`config.mk`:
```
export PLATFORM = sky130hd
export DESIGN_NAME = jk_register_bank
export DESIGN_NICKNAME = d
export VERILOG_FILES = /design/src/rtl/jk_register_bank_pkg.sv /design/src/rtl/jk_register_bank_jk_cell.sv /design/src/rtl/jk_register_bank.sv
export SDC_FILE = /design/constraint.sdc
export NUM_CORES = 1
export LEC_CHECK = 0
export ABC_AREA = 0
export BUFFER_PORTS_ARGS = -buffer_cell sky130_fd_sc_hd__clkbuf_2
export CORE_AREA = 2 2 39 41
export DETAILED_ROUTE_END_ITERATION = 12
export DIE_AREA = 0 0 41 43
export GPL_ROUTABILITY_DRIVEN = 0
export PLACE_DENSITY = 0.75
export SLEW_MARGIN = 20
export SYNTH_ARGS = -nofsm -noshare
export SYNTH_HDL_FRONTEND = slang
export SYNTH_SLANG_ARGS = --single-unit
```
`constraint.sdc`:
```
create_clock -name clk -period 5.8 [get_ports clk]
set_input_delay 0.87 -clock clk [delete_from_list [all_inputs] [get_ports clk]]
set_output_delay 0.87 -clock clk [all_outputs]
set_load 0.01 [all_outputs]
```
`src/rtl/jk_register_bank_pkg.sv`:
```
// Shared definitions for the JK register bank: operating mode encodings.
package jk_register_bank_pkg;

  typedef enum logic [1:0] {
    MODE_JK   = 2'b00,
    MODE_LOAD = 2'b01,
    MODE_UP   = 2'b10,
    MODE_DOWN = 2'b11
  } mode_e;

endpackage

```
`src/rtl/jk_register_bank_jk_cell.sv`:
```
// Single-bit JK flip-flop with asynchronous active-low reset to a supplied value.
module jk_cell
  import jk_register_bank_pkg::*;
(
  input  logic clk,
  input  logic reset,
  input  logic rst_val,
  input  logic en,
  input  logic j,
  input  logic k,
  output logic q
);

  logic r_q;

  always_ff @(posedge clk or negedge reset) begin
    if (!reset) begin
      r_q <= rst_val;
    end else if (en) begin
      unique case ({j, k})
        2'b00:   r_q <= r_q;
        2'b01:   r_q <= 1'b0;
        2'b10:   r_q <= 1'b1;
        default: r_q <= ~r_q;
      endcase
    end
  end

  assign q = r_q;

endmodule

```
`src/rtl/jk_register_bank.sv`:
```
// WIDTH-bit bank of JK cells usable as a JK register, loadable register or
// up/down counter, with a terminal-count flag and a registered limit pulse.
module jk_register_bank
  import jk_register_bank_pkg::*;
#(
  parameter int               WIDTH       = 4,
  parameter logic [WIDTH-1:0] RESET_VALUE = '0,
  parameter bit               WRAP        = 1'b1
) (
  input  logic             clk,
  input  logic             reset,
  input  logic             en,
  input  logic [1:0]       mode,
  input  logic [WIDTH-1:0] j,
  input  logic [WIDTH-1:0] k,
  input  logic [WIDTH-1:0] d,
  output logic [WIDTH-1:0] q,
  output logic             tc,
  output logic             ovf
);

  logic [WIDTH-1:0] w_q;
  logic [WIDTH-1:0] w_tog_up;
  logic [WIDTH-1:0] w_tog_dn;
  logic [WIDTH-1:0] w_j;
  logic [WIDTH-1:0] w_k;
  logic             w_limit;
  logic             w_sat;
  logic             r_ovf;

  // Ripple toggle conditions: bit i flips when all lower bits are 1 (up) or 0 (down).
  always_comb begin
    w_tog_up    = '0;
    w_tog_dn    = '0;
    w_tog_up[0] = 1'b1;
    w_tog_dn[0] = 1'b1;
    for (int i = 1; i < WIDTH; i++) begin
      w_tog_up[i] = w_tog_up[i-1] & w_q[i-1];
      w_tog_dn[i] = w_tog_dn[i-1] & ~w_q[i-1];
    end
  end

  always_comb begin
    w_limit = 1'b0;
    unique case (mode)
      MODE_UP:   w_limit = &w_q;
      MODE_DOWN: w_limit = ~|w_q;
      default:   w_limit = 1'b0;
    endcase
  end

  assign tc    = en & w_limit;
  assign w_sat = w_limit & ~WRAP;

  // Saturation is realised by steering every cell to hold (J=K=0).
  always_comb begin
    w_j = '0;
    w_k = '0;
    unique case (mode)
      MODE_JK: begin
        w_j = j;
        w_k = k;
      end
      MODE_LOAD: begin
        w_j = d;
        w_k = ~d;
      end
      MODE_UP: begin
        w_j = w_tog_up;
        w_k = w_tog_up;
      end
      default: begin
        w_j = w_tog_dn;
        w_k = w_tog_dn;
      end
    endcase
    if (w_sat) begin
      w_j = '0;
      w_k = '0;
    end
  end

  for (genvar g = 0; g < WIDTH; g++) begin : g_cell
    jk_cell u_cell (
      .clk     (clk),
      .reset   (reset),
      .rst_val (RESET_VALUE[g]),
      .en      (en),
      .j       (w_j[g]),
      .k       (w_k[g]),
      .q       (w_q[g])
    );
  end

  // A limit event is exactly an enabled edge with tc high.
  always_ff @(posedge clk or negedge reset) begin
    if (!reset) begin
      r_ovf <= 1'b0;
    end else begin
      r_ovf <= tc;
    end
  end

  assign q   = w_q;
  assign ovf = r_ovf;

endmodule
```
## Yosys cells after proc, flatten, opt, wreduce, memory -nomap -nowiden

Cells that the tools add are included.

| operators by class | value |
|---|---|
| multiply operators | 0 |
| order comparisons | 0 |
| divide/modulo/power cells | 0 |
| shift-type cells | 0 |
| reduce and logical (&&, ||, !) cells | 12 |
| add/subtract/negate cells | 0 |
| bitwise logic cells | 14 |
| eq/ne operators | 11 |
| muxes and demuxes | 7 |

Operators with widths:

| kind | number |
|---|---|
| $pmux W4 S3 | 2 |
| $eq A2 B2 Y1 const B | 6 |
| $pmux W1 S3 | 4 |
| $eq A2 B1 Y1 const B | 5 |
| $logic_not A2 Y1 | 5 |
| $not A1 Y1 | 8 |
| $reduce_and A2 Y1 | 4 |
| $and A1 B1 Y1 | 5 |
| $not A4 Y4 | 1 |
| $reduce_and A4 Y1 | 1 |
| $reduce_or A4 Y1 | 1 |
| $pmux W1 S2 | 1 |
| $logic_not A1 Y1 | 1 |

| word-level totals | value |
|---|---|
| memories | 0 |
| register bits after elaboration | 5 |
| output and inout bits | 6 |
| word-level logic and storage cells | 49 |
| bits of input ports | 17 |
| memory bits (writable) | 0 |
| ROM bits | 0 |
| latch bits | 0 |

## Longest topological paths before layout

| logic depth | value |
|---|---|
| word-level depth | 7 |
| mapped depth | 8 |
| gate-level depth less buffers | 7 |

## Worst setup path before layout

OpenSTA, ideal clock, no wires.

| timing path | value |
|---|---|
| kind | input -> output |
| start | input port mode[0] |
| end | output port tc |
| arrival time | 1643 ps |
| cell stages on the path | 3 |
| buffers on the path | 0 |
| setup slack | 3287 ps |
| cells stage by stage | or4b_1 mux2i_1 and3_1 |

| between the ends | value |
|---|---|
| cells in the longest elaborated chain, start to end | 3 |
| elaborated cells between the ends (all ways) | 4 |
| those cells by class | 2 x eq/ne; 1 x mux; 1 x bitwise |

Ends and longest elaborated chain:

| element | RTL line | source |
|---|---|---|
| start, declared | jk_register_bank.sv:13 | `input logic [1:0] mode,` |
| $eq A2 B2 Y1 | jk_register_bank.sv:45 | `unique case (mode)` |
| $pmux W1 S2 * | jk_register_bank.sv:45 |  |
| $and A1 B1 Y1 * | jk_register_bank.sv:52 | `assign tc = en & w_limit;` |
| end, declared | jk_register_bank.sv:18 | `output logic tc,` |

Every way passes the cells marked *; elsewhere a longest branch is shown, timed or not.

## Worst setup path in the final report

Same ends and word-level chain as after synthesis.

==> flow_results.org <==
** Run status
- Result of the run :: finished clean

** GRT
- Antenna violations before repair :: 0
- GR Layer Usage met1 :: 0.182
- Top Usage Layer GRT :: met2
- The number of global-route vias before repair came to 509.
- The first global-routing pass estimated 2010 um of wire.
- Entering global routing, the biggest net connects 18 pins.
- GRT Resource Usage Total :: 0.168
- Summed over all layers, the global routing overflow is 0.
- Met2 track demand over resource :: 0.281
- Met3 Usage GRT :: 0.0157

** Logic synthesis
- Counting flops with an async set or reset pin after synthesis yields a share of 1.00.
- By area, the combinational part of the netlist is dominated by compound AO/OA/AOI/OAI gates.
- Post-synth EDFFs :: 0
- Adder-Cell Fraction of Synth Area :: 0.166
- Compound-gate portion of the synthesized area :: 0.214
- Counting distinct cell types in the post-synthesis netlist gives 26.
- Proportion of synthesized chip area in sequential cells :: 0.207
- Dividing the synthesized area by the synthesized cell count gives 8.26 um2.
- For this run, the leading register cell type out of synthesis is sky130_fd_sc_hd__dfrtp_1.
- Share of synthesized cell area in and, or, nand and nor gates :: 0.205
- During synthesis, Yosys emitted a total of 0 warnings.
- After technology mapping, the gate count stands at 73.
- Post-synth net total :: 98
- The synthesized netlist occupies a cell area of about 600 um2.
- Synthesis inferred 5 register bits.
- The portion of synthesized area spent on multiplexers is 0.104.
- Of the total synthesized cell area, the portion taken by XOR and XNOR cells is 0.0145.

** STA
- Final min period :: slightly below 3 ns
- Measured against its own limit, the worst slew margin works out to 0.788.
- Transition time of the tightest slew-check pin :: 0.318 ns
- Upper clock frequency limit :: 0.337 GHz
- Final hold analysis gives a worst-case slack of 0.430 ns.
- Max Clock Skew :: 0.00250 ns
- Across all setup checks in the final design, the least slack found is 2.83 ns.
- Summed over all failing endpoints, the final setup total negative slack is 0 ns.
- Hold violation count in the final report :: 0
- RSZ-0062 raised after global routing :: no
- Final count of pins violating max slew :: 0
- Portion of the clock cycle consumed by the worst path in the final layout :: 0.512
- Setup violations remaining at the end of the flow were counted as 0.

** Floorplan
- The initial utilization of the core area, before any placement, comes to 0.436.
- Horiz. Die Dim :: 41 um
- Die height :: 43 um
- Core Footprint :: 0.00138 mm2
- Number of placement rows :: 14
- The floorplan step defined a die boundary enclosing 0.00176 mm2.
- 23 I/O pins were placed.

** Cells and area
- Share of final-layout standard cells stronger than drive strength 1 :: 0.290
- The library cells used most frequently in the layout, excluding fill and tap cells, are 22 x sky130_fd_sc_hd__clkbuf_2, 9 x sky130_fd_sc_hd__o21ai_0, 8 x sky130_fd_sc_hd__ha_1, 6 x sky130_fd_sc_hd__nor2_1, 5 x sky130_fd_sc_hd__dfrtp_1.
- Area growth from synthesis to layout :: 19.5%
- Final core occ :: 0.521
- After the flow finishes, the layout carries non-filler instances totaling 109.
- Most common library cell in the layout ignoring fill and taps :: sky130_fd_sc_hd__clkbuf_2
- 0 antenna diodes ended up in the layout.
- For this run, the post-layout net count is 119.
- Once layout is done, the placed cells without fillers occupy between 700 and 800 um2.

** Power and ir drop
- The share of total power dissipated in the clock network is 0.205.
- Net Sw Frac :: 0.400
- Of the total power, combinational logic draws 0.463.
- Power spread over the standard cell area amounts to 275 mW/mm2.
- Internal power comes to 0.119 mW.
- Worst VDD drop :: 0.0741 mV
- Seq pwr share :: 0.332
- Switch Pwr :: 0.0792 mW
- Summed over all cells, the static leakage comes to 0.379 nW.
- Summing internal, switching and leakage power gives 0.198 mW.

** Routing
- Detailed-route wire length per cell :: ~11 um
- For this run, design rule violations remaining after detail routing come to 0.
- Final wirelength :: approximately 1200 um
- For this run, the detailed router's first-pass iteration total came to 2.
- Post-detailed-route count of antenna-violating nets :: 0
- Using the TritonRoute via totals, the vias-per-cell ratio works out to 5.28.
- Starting DRC count in detailed routing :: 4
- The routed layout has between 500 and 600 vias.

** Clocking
- TritonCTS built the clock tree.
- Counting along the longest clock path gives a buffer depth of 2.
- Post-CTS Hold Fix Bufs :: 0
- CTS placed an instance of sky130_fd_sc_hd__clkbuf_4 at the clock tree root.
- In this run, CTS created clock tree buffers numbering 3.
- Number of resized instances in the post-cts repair step :: 0
- Clock-pin slew was measured on the worst setup and hold paths at 0.04 ns.
- Clock net sink count :: 5
- Insertion delay of the later-clocked pin in the worst-skew pair :: 0.24 ns
- CTS built an H-tree with a depth of 1.
- Once the clock tree was built, the setup fixing pass inserted 0 buffers.

** Worst setup path
- Data required time of the worst path :: 4.93 ns
- Maximum net fanout on the critical path :: 17
- Arrival time worst endpoint :: about 2.1 ns
- Startpoint type of the worst setup path :: input port
- The worst setup path is captured at a primary output.
- Worst Setup Path Type :: in -> out

** Placement
- In this run the tool buffered the top-level ports with 22 buffer cells.
- Number of cells in the design after placement :: about 110
- Detailed-placement wirelength estimate :: 954 um
- After detailed placement, the total cell area comes to roughly 690 um2.
- Before CTS, the worst setup slack after placement is 2.81 ns.

** Hold path
- Type of the worst min-delay path :: in -> async

** Run
- Number of max-cap violations :: 0
metal layers:
metal | vias to the layer above | wire length (um)
met3 | 4 | 45
met5 | - | 0
met2 | 14 | 608
li1 | 297 | -
met1 | 261 | 479
met4 | 0 | 26
worst paths after layout:
check                           slack [ns]                            from                             end  cells past startpoint
worst min-delay path                  0.43                           reset  g_cell[1].u_cell.q$_DFFE_PN0P_                      1
max in group asynchronous             5.24                           reset                   ovf$_DFF_PN0_                      1
worst max register to register        3.76  g_cell[0].u_cell.q$_DFFE_PN0P_  g_cell[3].u_cell.q$_DFFE_PN0P_                      7
min in group clk                      0.53  g_cell[3].u_cell.q$_DFFE_PN0P_  g_cell[3].u_cell.q$_DFFE_PN0P_                      1
worst max-delay path                  2.83                         mode[0]                              tc                      5
worst min register to register        0.53  g_cell[3].u_cell.q$_DFFE_PN0P_  g_cell[3].u_cell.q$_DFFE_PN0P_                      1
flip-flops by register name, indices dropped and copies added, names as in the netlist:
| register | cells |
|---|---|
| g_cell.u_cell.q | 4 |
| ovf | 1 |
area by class of cell:
class,instances,area [um2]
Fill cell,149,663
Sequential cell,5,125
Tap cell,16,20.0
Multi-Input combinational cell,58,424
Inverter,4,15.0
Timing Repair Buffer,22,110
Clock buffer,4,26.3
cells by family (layout without fill, tap and decap cells):
family	count (synthesis)	count (layout)
adder cells (fa/ha/maj)	8	8
XOR/XNOR	1	1
buffers and inverters	10	30
multiplexers	6	6
AO/OA/AOI/OAI	21	21
AND/OR/NAND/NOR	22	22
flip-flops	5	5
cells in the mapped netlist (2+ instances only):
cell                       n  area share
sky130_fd_sc_hd__nor2_1    6       0.037
sky130_fd_sc_hd__o31ai_1   3       0.037
sky130_fd_sc_hd__inv_1     4       0.025
sky130_fd_sc_hd__ha_1      8        0.17
sky130_fd_sc_hd__nand2b_1  3       0.031
sky130_fd_sc_hd__o21a_1    4       0.050
sky130_fd_sc_hd__mux2i_1   4       0.066
sky130_fd_sc_hd__nand2_1   3       0.019
sky130_fd_sc_hd__buf_4     4       0.050
sky130_fd_sc_hd__a21oi_1   3       0.025
sky130_fd_sc_hd__mux2_2    2       0.037
sky130_fd_sc_hd__nor2b_1   3       0.031
sky130_fd_sc_hd__dfrtp_1   5        0.21
sky130_fd_sc_hd__o21ai_0   9       0.075
critical path, stage by stage:
cell	delay, ns
sky130_fd_sc_hd__clkbuf_2	0.28
sky130_fd_sc_hd__or4b_1	0.50
sky130_fd_sc_hd__mux2i_1	0.14
sky130_fd_sc_hd__and3_1	0.18
sky130_fd_sc_hd__clkbuf_2	0.13
power by group through the flow:
stage | combinational (mW) | clock (mW) | sequential (mW)
after detailed placement | 0.0916 | 0 | 0.0667
after floorplan | 0.0801 | 0 | 0.0607
after global placement | 0.0887 | 0 | 0.0650
final | 0.0917 | 0.0407 | 0.0657
after global routing | 0.106 | 0.0444 | 0.0692
after CTS | 0.0929 | 0.0421 | 0.0662
Power figures use the tool's default switching activity.
